===== src/rtl/mem_stage_lsu_if.sv =====
// Data-memory port of the MEM-stage LSU: req/gnt handshake plus rvalid response.
// The LSU side uses the master modport, the memory model/bus the slave modport.
`timescale 1ns/1ps
interface mem_stage_lsu_if;
    logic        req;
    logic        we;
    logic [31:0] addr;
    logic [3:0]  be;
    logic [31:0] wdata;
    logic        gnt;
    logic        rvalid;
    logic [31:0] rdata;

    modport master (output req, we, addr, be, wdata, input gnt, rvalid, rdata);
    modport slave  (input req, we, addr, be, wdata, output gnt, rvalid, rdata);
endinterface


===== src/rtl/mem_stage_lsu.sv =====
// MEM-stage load/store unit: runs one req/gnt/rvalid access per load or store,
// stalls the pipeline meanwhile and returns lane-aligned, extended load data.
`timescale 1ns/1ps
module mem_stage_lsu #(
    parameter int unsigned MAX_WAIT = 16
) (
    input  logic        clk,
    input  logic        rst_n,
    input  logic        mem_read_i,
    input  logic        mem_write_i,
    input  logic [3:0]  byte_en_i,
    input  logic        load_unsigned_i,
    input  logic [31:0] addr_i,
    input  logic [31:0] wdata_i,
    output logic        stall_o,
    output logic [31:0] ld_data_o,
    output logic        ld_valid_o,
    output logic        err_o,
    mem_stage_lsu_if.master dmem
);

    localparam int unsigned      CW   = $clog2(MAX_WAIT + 1);
    localparam logic [CW-1:0]    LAST = CW'(MAX_WAIT - 1);

    typedef enum logic [1:0] {IDLE, REQ, WAIT, DONE} state_e;
    typedef enum logic [1:0] {SZ_BYTE, SZ_HALF, SZ_WORD} size_e;

    state_e        state_q, state_d;
    logic [CW-1:0] cnt_q, cnt_d;
    logic          latch_en;

    logic [31:2]   lat_addr;
    logic [1:0]    lat_ofs;
    logic [3:0]    lat_be;
    logic [31:0]   lat_wdata;
    logic          lat_we;
    size_e         lat_size;
    logic          lat_uns;

    logic [31:0]   ld_data_q, ld_data_d;
    logic          err_q, err_d;

    logic          access;
    size_e         size_in;
    logic          misaligned;
    logic [31:0]   load_result;

    function automatic size_e decode_size(input logic [3:0] be);
        if (be == 4'b1111)      return SZ_WORD;
        else if (be == 4'b0011) return SZ_HALF;
        else                    return SZ_BYTE;
    endfunction

    function automatic logic [31:0] extract(input logic [31:0] rdata, input logic [1:0] ofs,
                                            input size_e sz, input logic uns);
        logic [31:0] d;
        d = rdata >> {ofs, 3'b000};
        case (sz)
            SZ_BYTE: return {{24{~uns & d[7]}}, d[7:0]};
            SZ_HALF: return {{16{~uns & d[15]}}, d[15:0]};
            default: return d;
        endcase
    endfunction

    assign access      = mem_read_i | mem_write_i;
    assign size_in     = decode_size(byte_en_i);
    assign misaligned  = ((size_in == SZ_HALF) && addr_i[0]) ||
                         ((size_in == SZ_WORD) && (addr_i[1:0] != 2'b00));
    assign load_result = lat_we ? 32'h0 : extract(dmem.rdata, lat_ofs, lat_size, lat_uns);

    always_comb begin
        // NOTE: every signal written here gets a default first so no path infers a latch.
        state_d   = state_q;
        cnt_d     = cnt_q;
        latch_en  = 1'b0;
        ld_data_d = 32'h0;
        err_d     = 1'b0;
        unique case (state_q)
            IDLE: begin
                if (access && misaligned) begin
                    state_d = DONE;
                    err_d   = 1'b1;
                end else if (access) begin
                    state_d  = REQ;
                    cnt_d    = '0;
                    latch_en = 1'b1;
                end
            end
            REQ: begin
                // A response completing on the final allowed cycle still wins over the timeout.
                if (dmem.gnt && dmem.rvalid) begin
                    state_d   = DONE;
                    ld_data_d = load_result;
                end else if (cnt_q == LAST) begin
                    state_d = DONE;
                    err_d   = 1'b1;
                end else begin
                    cnt_d = cnt_q + CW'(1);
                    if (dmem.gnt) state_d = WAIT;
                end
            end
            WAIT: begin
                if (dmem.rvalid) begin
                    state_d   = DONE;
                    ld_data_d = load_result;
                end else if (cnt_q == LAST) begin
                    state_d = DONE;
                    err_d   = 1'b1;
                end else begin
                    cnt_d = cnt_q + CW'(1);
                end
            end
            DONE:    state_d = IDLE;
            default: state_d = IDLE;
        endcase
    end

    // NOTE: sequential state uses non-blocking assignments only, so every register
    // samples the values from before the edge regardless of statement order.
    always_ff @(posedge clk or negedge rst_n) begin
        if (!rst_n) begin
            state_q   <= IDLE;
            cnt_q     <= '0;
            ld_data_q <= 32'h0;
            err_q     <= 1'b0;
            lat_addr  <= '0;
            lat_ofs   <= 2'b00;
            lat_be    <= 4'h0;
            lat_wdata <= 32'h0;
            lat_we    <= 1'b0;
            lat_size  <= SZ_BYTE;
            lat_uns   <= 1'b0;
        end else begin
            state_q   <= state_d;
            cnt_q     <= cnt_d;
            ld_data_q <= ld_data_d;
            err_q     <= err_d;
            if (latch_en) begin
                lat_addr  <= addr_i[31:2];
                lat_ofs   <= addr_i[1:0];
                lat_be    <= byte_en_i << addr_i[1:0];
                lat_wdata <= wdata_i << {addr_i[1:0], 3'b000};
                lat_we    <= mem_write_i;
                lat_size  <= size_in;
                lat_uns   <= load_unsigned_i;
            end
        end
    end

    // The IDLE term is gated by reset so a load held by EX/MEM cannot stall during reset.
    assign stall_o    = (rst_n && (state_q == IDLE) && access) ||
                        (state_q == REQ) || (state_q == WAIT);
    assign ld_valid_o = (state_q == DONE);
    assign ld_data_o  = ld_data_q;
    assign err_o      = err_q;

    assign dmem.req   = (state_q == REQ);
    assign dmem.we    = dmem.req & lat_we;
    assign dmem.addr  = dmem.req ? {lat_addr, 2'b00} : 32'h0;
    assign dmem.be    = dmem.req ? lat_be : 4'h0;
    assign dmem.wdata = dmem.req ? lat_wdata : 32'h0;

    assert property (@(posedge clk) disable iff (!rst_n) !(mem_read_i && mem_write_i));

endmodule


===== src/flat_wrapper.sv =====
// flat-port wrapper written by rule: the top's interface ports become plain ports
module mem_stage_lsu_flat 
#(
    parameter int unsigned MAX_WAIT = 16
)
  (clk, rst_n, mem_read_i, mem_write_i, byte_en_i, load_unsigned_i, addr_i, wdata_i, stall_o, ld_data_o, ld_valid_o, err_o, dmem_req, dmem_we, dmem_addr, dmem_be, dmem_wdata, dmem_gnt, dmem_rvalid, dmem_rdata);
  mem_stage_lsu_if dmem_i ();
  input  logic clk;
  input  logic rst_n;
  input  logic mem_read_i;
  input  logic mem_write_i;
  input  logic [3:0] byte_en_i;
  input  logic load_unsigned_i;
  input  logic [31:0] addr_i;
  input  logic [31:0] wdata_i;
  output logic stall_o;
  output logic [31:0] ld_data_o;
  output logic ld_valid_o;
  output logic err_o;
  output wire logic [$bits(dmem_i.req)-1:0] dmem_req;
  output wire logic [$bits(dmem_i.we)-1:0] dmem_we;
  output wire logic [$bits(dmem_i.addr)-1:0] dmem_addr;
  output wire logic [$bits(dmem_i.be)-1:0] dmem_be;
  output wire logic [$bits(dmem_i.wdata)-1:0] dmem_wdata;
  input wire logic [$bits(dmem_i.gnt)-1:0] dmem_gnt;
  input wire logic [$bits(dmem_i.rvalid)-1:0] dmem_rvalid;
  input wire logic [$bits(dmem_i.rdata)-1:0] dmem_rdata;
  assign dmem_req = dmem_i.req;
  assign dmem_we = dmem_i.we;
  assign dmem_addr = dmem_i.addr;
  assign dmem_be = dmem_i.be;
  assign dmem_wdata = dmem_i.wdata;
  assign dmem_i.gnt = dmem_gnt;
  assign dmem_i.rvalid = dmem_rvalid;
  assign dmem_i.rdata = dmem_rdata;
  mem_stage_lsu #(.MAX_WAIT(MAX_WAIT)) u_core (.clk(clk), .rst_n(rst_n), .mem_read_i(mem_read_i), .mem_write_i(mem_write_i), .byte_en_i(byte_en_i), .load_unsigned_i(load_unsigned_i), .addr_i(addr_i), .wdata_i(wdata_i), .stall_o(stall_o), .ld_data_o(ld_data_o), .ld_valid_o(ld_valid_o), .err_o(err_o), .dmem(dmem_i));
endmodule

===== config.mk =====
export PLATFORM = sky130hd
export DESIGN_NAME = mem_stage_lsu_flat
export DESIGN_NICKNAME = d
export VERILOG_FILES = /design/src/rtl/mem_stage_lsu_if.sv /design/src/rtl/mem_stage_lsu.sv /design/src/flat_wrapper.sv
export SDC_FILE = /design/constraint.sdc
export NUM_CORES = 1
export LEC_CHECK = 0
export CAP_MARGIN = 20
export CORE_MARGIN = 4
export CORE_UTILIZATION = 45
export CTS_CLUSTER_SIZE = 16
export DETAILED_ROUTE_END_ITERATION = 8
export PLACE_DENSITY = 0.81
export SETUP_SLACK_MARGIN = 0.05
export SLEW_MARGIN = 5
export SYNTH_ARGS = -nofsm -noshare
export SYNTH_HDL_FRONTEND = slang
export SYNTH_SLANG_ARGS = --single-unit

===== constraint.sdc =====
create_clock -name clk -period 3.2 [get_ports clk]
set_input_delay 0.48 -clock clk [delete_from_list [all_inputs] [get_ports clk]]
set_output_delay 0.48 -clock clk [all_outputs]
set_load 0.01 [all_outputs]

==> metrics, run 1 <==
Final ANT Viol Nets 0; CP startpoint kind flip-flop; DR vias/cell 5.29; via count 4,860; Adder-Cell Fraction of Synth Area 1.49%; RSZ-0062 raised after global routing no; final design utilization 66.6%; CTS tree yes; maximum buffer depth of the clock tree 2; worst skew pair latency 0.35 ns; final critical-path share of the clock period 83.6%; fraction of registers with async set/reset 100%; worst slew pin tran 0.892 ns; Final WS setup 0.526 ns; Reg clk slew, reported paths 0.07 ns; core box area 12,700 sq um; CP delay by family, top buffers and inverters; largest net degree at the start of global routing 83; leak pwr 3.57 nW; Row Count 41; Fin. Hold Viols 0; first-pass GRT wire length 25,900 um; # hold bufs at CTS 0; antenna diode count 0; pre-CTS setup slack 0.513 ns; DRT iter0 DRCs 406; Mapped Area 5890 sq um; ys flop type dfrtp_1; fin crit period 2.67 ns; cts bufs inserted 9; htree depth 3; Simple-Gate Fraction of Synth Area 15.1%; HPWL Detailed 11,900 um; Synth Area in XOR/XNOR 0.149%; Net count, final 855; Crit Path Class reg -> out; Tightest Hold Check Type in -> async; setup repair bufs after CTS 0; Slew Limit Headroom 40.4%; setup TNS 0 ns; die height 122 um; Design Area, Final 8470 sq um; max-cap violation count 0; GRT Total Usage 21.9%; DRC Markers 0; synth unique cells 41; initial antenna violation count 0; chip width 122 um; r2r setup slk 0.73 ns; Slew Viols, Final 0; crit end category output pin; IO Port Bufs 209; share of cells above drive strength 1 13.4%; main combinational cell family by area after synthesis multiplexers; overall power 6.64 mW; Worst Skew 0.00904 ns; Post-Syn Instances 549; PwrDens 784 nW/um^2; Synth Area in Compound Gates 11.2%; # IOs 212; DR pass1 iterations 4; post-synthesis sequential area ratio 47.6%; worst path arrival time 2.19 ns; Buf/Inv on CP 3; Resized Gates After CTS 0; Post-DP Area 8120 sq um; multiplexer share of the synthesized area 20.1%; Initial Utilization 46.3%; # fillers 1,007; critical-path maximum fanout 66; WL final 16,100 um; status completed; Placer Congestion 0.860; Clock Root Buffer clkbuf_16; global-route congestion overflow total 0; worst vdd ir 0.000446 V; Avg Cell Area, Syn 10.7 sq um; Final setup viols 0; Highest Clock Rate 0.374 GHz; Worst path slowest cell clkdlybuf4s50_1; WP data required 2.72 ns; die area 15,000 sq um; Synth Register Bits 112; post-DR wirelength/cell 17.6 um; crit-path max cell delay 0.55 ns; area delta synth->final 43.9%; TritonCTS Sinks 112; number of synthesized flops with an enable pin 0; synth warn 0; cells along the critical path inv_1, ha_2, buf_12, and2_1, clkdlybuf4s50_1; number of global-route vias before repair 5,131
power breakdown:
part           switching (mW)  internal, mW
Sequential              0.301          1.92
Combinational            1.44          1.76
Clock                   0.512         0.709
Total                    2.25          4.39
metal layers:
layer	vias to the layer above	track usage, %	part of all wire [%]
met2	192	36.9	49
met3	22	5.99	8.1
met4	0	8.05	1.9
li1	2293	-	-
met5	-	0	0
met1	2353	27.0	41
per-stage QoR:
| step | cells | hold slack, ns |
|---|---|---|
| 5_1_grt | 918 | 0.0696 |
| 3_3_place_gp | 901 | 0.428 |
| 2_1_floorplan | 550 | 0.184 |
| 4_1_cts | 917 | 0.0495 |
| 6_report | 918 | 0.0558 |
| 3_5_place_dp | 901 | 0.427 |
final timing paths:
kind | start | cells past startpoint | endpoint
worst min register to register | u_core.lat_addr[2] | 1 | u_core.lat_addr[2]
min in group clk | u_core.lat_addr[2] | 1 | u_core.lat_addr[2]
worst max register to register | u_core.state_q[0] | 6 | u_core.ld_data_o[24]
max in group asynchronous | rst_n | 3 | u_core.ld_data_o[7]
worst min-delay path | rst_n | 1 | u_core.cnt_q[2]
worst max-delay path | u_core.state_q[1] | 5 | dmem_wdata[6]
layout make-up:
cell class / count / area (sq um) / area share (%)
Timing Repair Buffer: 221 / 2220 / 26.3
Clock inverter: 5 / 78.8 / 0.930
Clock buffer: 11 / 243 / 2.87
Multi-Input combinational cell: 380 / 2840 / 33.6
Inverter: 17 / 63.8 / 0.753
Tap cell: 172 / 215 / 2.54
Sequential cell: 112 / 2800 / 33.1
synth_stat cells (all sizes together), types with 18 or more instances:
| library cell | count | area, sq um |
|---|---|---|
| buf | 22 | 119 |
| dfrtp | 112 | 2800 |
| mux2i | 44 | 440 |
| clkbuf | 19 | 71.3 |
| a21oi | 22 | 114 |
| o21ai | 23 | 115 |
| mux2 | 66 | 743 |
| nor2 | 23 | 86.3 |
| nor2b | 18 | 113 |
| nand2 | 23 | 86.3 |
| a211oi | 24 | 180 |
| and2 | 74 | 463 |
flip-flops by register name, summed over array words and instances (netlist names), 2 cells and up:
signal            flops
u_core.ld_data_o     32
u_core.lat_wdata     32
u_core.lat_addr      30
u_core.lat_be         4
u_core.lat_ofs        2
u_core.cnt_q          5
u_core.state_q        2
u_core.lat_size       2
logic make-up (layout without fill, tap and decap cells):
group	after synthesis	in the layout
DFF	112	112
and+or+nand+nor	161	161
buffers and inverters	58	254
other	1	2
AOI/OAI and AO/OA	99	99
muxes	110	110
adders and majority gates	7	7
xor gates and xnor gates	1	1
cell usage in the layout (no fill, tap or decap), types with 2 or more instances in the layout:
cell type | synthesis | final
dfrtp_1 | 112 | 112
buf_4 | 2 | 10
nor2_1 | 23 | 23
nand2_1 | 23 | 23
mux2_2 | 66 | 66
nor2b_1 | 18 | 18
clkdlybuf4s50_1 | 0 | 208
mux2i_1 | 44 | 44
o21ai_0 | 23 | 23
nand3_1 | 5 | 5
nand2b_1 | 5 | 5
nand3b_1 | 2 | 2
or3_1 | 5 | 5
inv_1 | 17 | 17
bufinv_16 | 0 | 2
a211oi_1 | 24 | 24
o22ai_1 | 6 | 6
o22ai_2 | 2 | 2
o31ai_1 | 6 | 6
ha_1 | 7 | 6
o32ai_1 | 2 | 2
and2_1 | 74 | 74
buf_12 | 0 | 2
a21oi_1 | 21 | 21
clkbuf_16 | 0 | 9
o2bb2ai_1 | 8 | 8
clkinv_2 | 0 | 2
conb_1 | 1 | 2
No activity file was read; power rests on OpenSTA's default activity.
==> run 2: changes to the inputs <==
CORE_UTILIZATION = 41   (was 45)
PLACE_DENSITY = 0.78   (was 0.81)
clock period = 2.4 ns   (was 3.2 ns; I/O delays follow)
==> run 2 against run 1 <==
Combinational power is 38% higher. Flip-flop and latch count stayed put. First-iteration DRC count is 29% lower. Die area is 9.1% higher. Worst hold slack better by 0.29 ns. Largest cell class unchanged.
==> metrics, run 2 (synthesis gave the netlist of run 1 again) <==
status completed; Net count, final 873 (+2.1%); Final ANT Viol Nets 0 (unchanged); DRT iter0 DRCs 289 (-29%); most common cell after layout, fill and taps aside clkdlybuf4s50_1; Row Count 43 (+4.9%); CP startpoint kind flip-flop; htree depth 3 (unchanged); worst skew pair latency 0.34 ns (about the same); worst path arrival time 1.91 ns (-0.28 ns); TritonCTS Sinks 112 (unchanged); core box area 14,000 sq um (+10%); pre-CTS setup slack 0.0973 ns (-0.415 ns); Worst Skew 0.00527 ns (-0.00377 ns); GRT Total Usage 20.7% (-1.2 points); Buf/Inv on CP 3 (unchanged); post-DR wirelength/cell 18.2 um (+3.5%); Final WS setup 0.130 ns (-0.397 ns); most frequent cells in the layout 151 x clkdlybuf4s50_1, 112 x dfrtp_1, 74 x and2_1, 66 x mux2_2, 50 x dlygate4sd2_1; worst vdd ir 0.000493 V (+11%); DRC Markers 0 (unchanged); Final setup viols 0 (unchanged); Slew Viols, Final 0 (unchanged); DR pass1 iterations 7 (+3); via count 4,968 (+2.2%); Placer Congestion 0.864 (+0.51%); die area 16,300 sq um (+9.1%); global-route congestion overflow total 0 (unchanged); first-pass GRT wire length 26,900 um (+3.8%); CP delay by family, top buffers and inverters; crit end category output pin; die height 128 um (+4.5%); setup TNS 0 ns (unchanged); number of global-route vias before repair 5,242 (+2.2%); Slew Limit Headroom 49.8% (+9.4 points); Crit Path Class reg -> out; Post-DP Area 8260 sq um (+1.6%); PwrDens 1050 nW/um^2 (+34%); HPWL Detailed 12,600 um (+5.8%); IO Port Bufs 209 (unchanged); non-filler cells, final 942 (+2.6%); Fin. Hold Viols 0 (unchanged); initial antenna violation count 0 (unchanged); Reg clk slew, reported paths 0.07 ns (about the same); Initial Utilization 42.1% (-4.2 points); critical-path maximum fanout 17 (-74%); antenna diode count 0 (unchanged); fin crit period 2.27 ns; RSZ-0062 raised after global routing no; leak pwr 4.00 nW (+12%); CTS tree yes; Post-Place Cells 922 (+2.3%); largest net degree at the start of global routing 59 (-29%); final critical-path share of the clock period 94.6%; # IOs 212 (unchanged); worst slew pin tran 0.753 ns (-0.138 ns); hold slack 0.349 ns (+0.293 ns); maximum buffer depth of the clock tree 2 (unchanged); max-cap violation count 0 (unchanged); WP data required 2.04 ns (-0.68 ns); cells along the critical path inv_2, ha_4, buf_12, and2_1, clkdlybuf4s50_1; chip width 128 um (+4.5%); area delta synth->final 47.3%; Worst path slowest cell clkdlybuf4s50_1; Highest Clock Rate 0.440 GHz; final design utilization 62.0% (-4.6 points); overall power 9.08 mW (+37%); crit-path max cell delay 0.54 ns (about the same); cts bufs inserted 9 (unchanged); share of cells above drive strength 1 15.6% (+2.2 points); WL final 17,100 um (+6.2%); Design Area, Final 8670 sq um (+2.3%); Clock Root Buffer clkbuf_16; DR vias/cell 5.27 (-0.38%); Tightest Hold Check Type in -> async
-- run 2: changes by cell type in the layout (fill, tap and decap cells not counted), moves of 3 or more --
cell and delta:
buf_12 +3, clkdlybuf4s50_1 -57, dlymetal6s2s_1 +7, dlygate4sd2_1 +50, buf_4 +13
-- run 2: worst paths after layout --
kind / start / endpoint / slack, ns / cells past startpoint
max in group asynchronous: rst_n / u_core.lat_addr[2] / 1.15 / 3
hold reg to reg: u_core.lat_addr[18] / u_core.lat_addr[18] / 0.50 / 1
hold / removal: rst_n / u_core.ld_data_o[17] / 0.35 / 2
setup / recovery: u_core.state_q[1] / dmem_addr[4] / 0.13 / 5
setup reg to reg: u_core.cnt_q[0] / u_core.cnt_q[0] / 0.22 / 7
min in group clk: u_core.lat_addr[18] / u_core.lat_addr[18] / 0.50 / 1
-- run 2: layer usage --
layer,GRT usage [%],routed length [um]
met5,0,0
met2,36.0,8550
met4,7.49,439
met3,5.79,1440
met1,24.6,6690
-- run 2: cell type report --
type	instances	area, sq um
Multi-Input combinational cell	380	2860
Sequential cell	112	2800
Clock inverter	3	90.1
Inverter	17	63.8
Tap cell	180	225
Timing Repair Buffer	239	2380
Fill cell	1161	5320
Clock buffer	11	253
-- run 2: repair_timing --
item / CTS / global route
setup buffers: 3 / 0
resized for setup: 56 / 8
hold buffers: 1 / 0
gates cloned: 2 / 0
hold endpoints to repair: 1 / 0
endpoints found under the setup margin: 67 / 7
-- run 2: where the power goes --
part / switching (mW) / total [mW] / leakage (nW) / internal [mW]
sequential: 0.386 / 2.95 / 1.43 / 2.57
combinational: 2.03 / 4.41 / 2.40 / 2.38
clock: 0.650 / 1.72 / 0.168 / 1.07
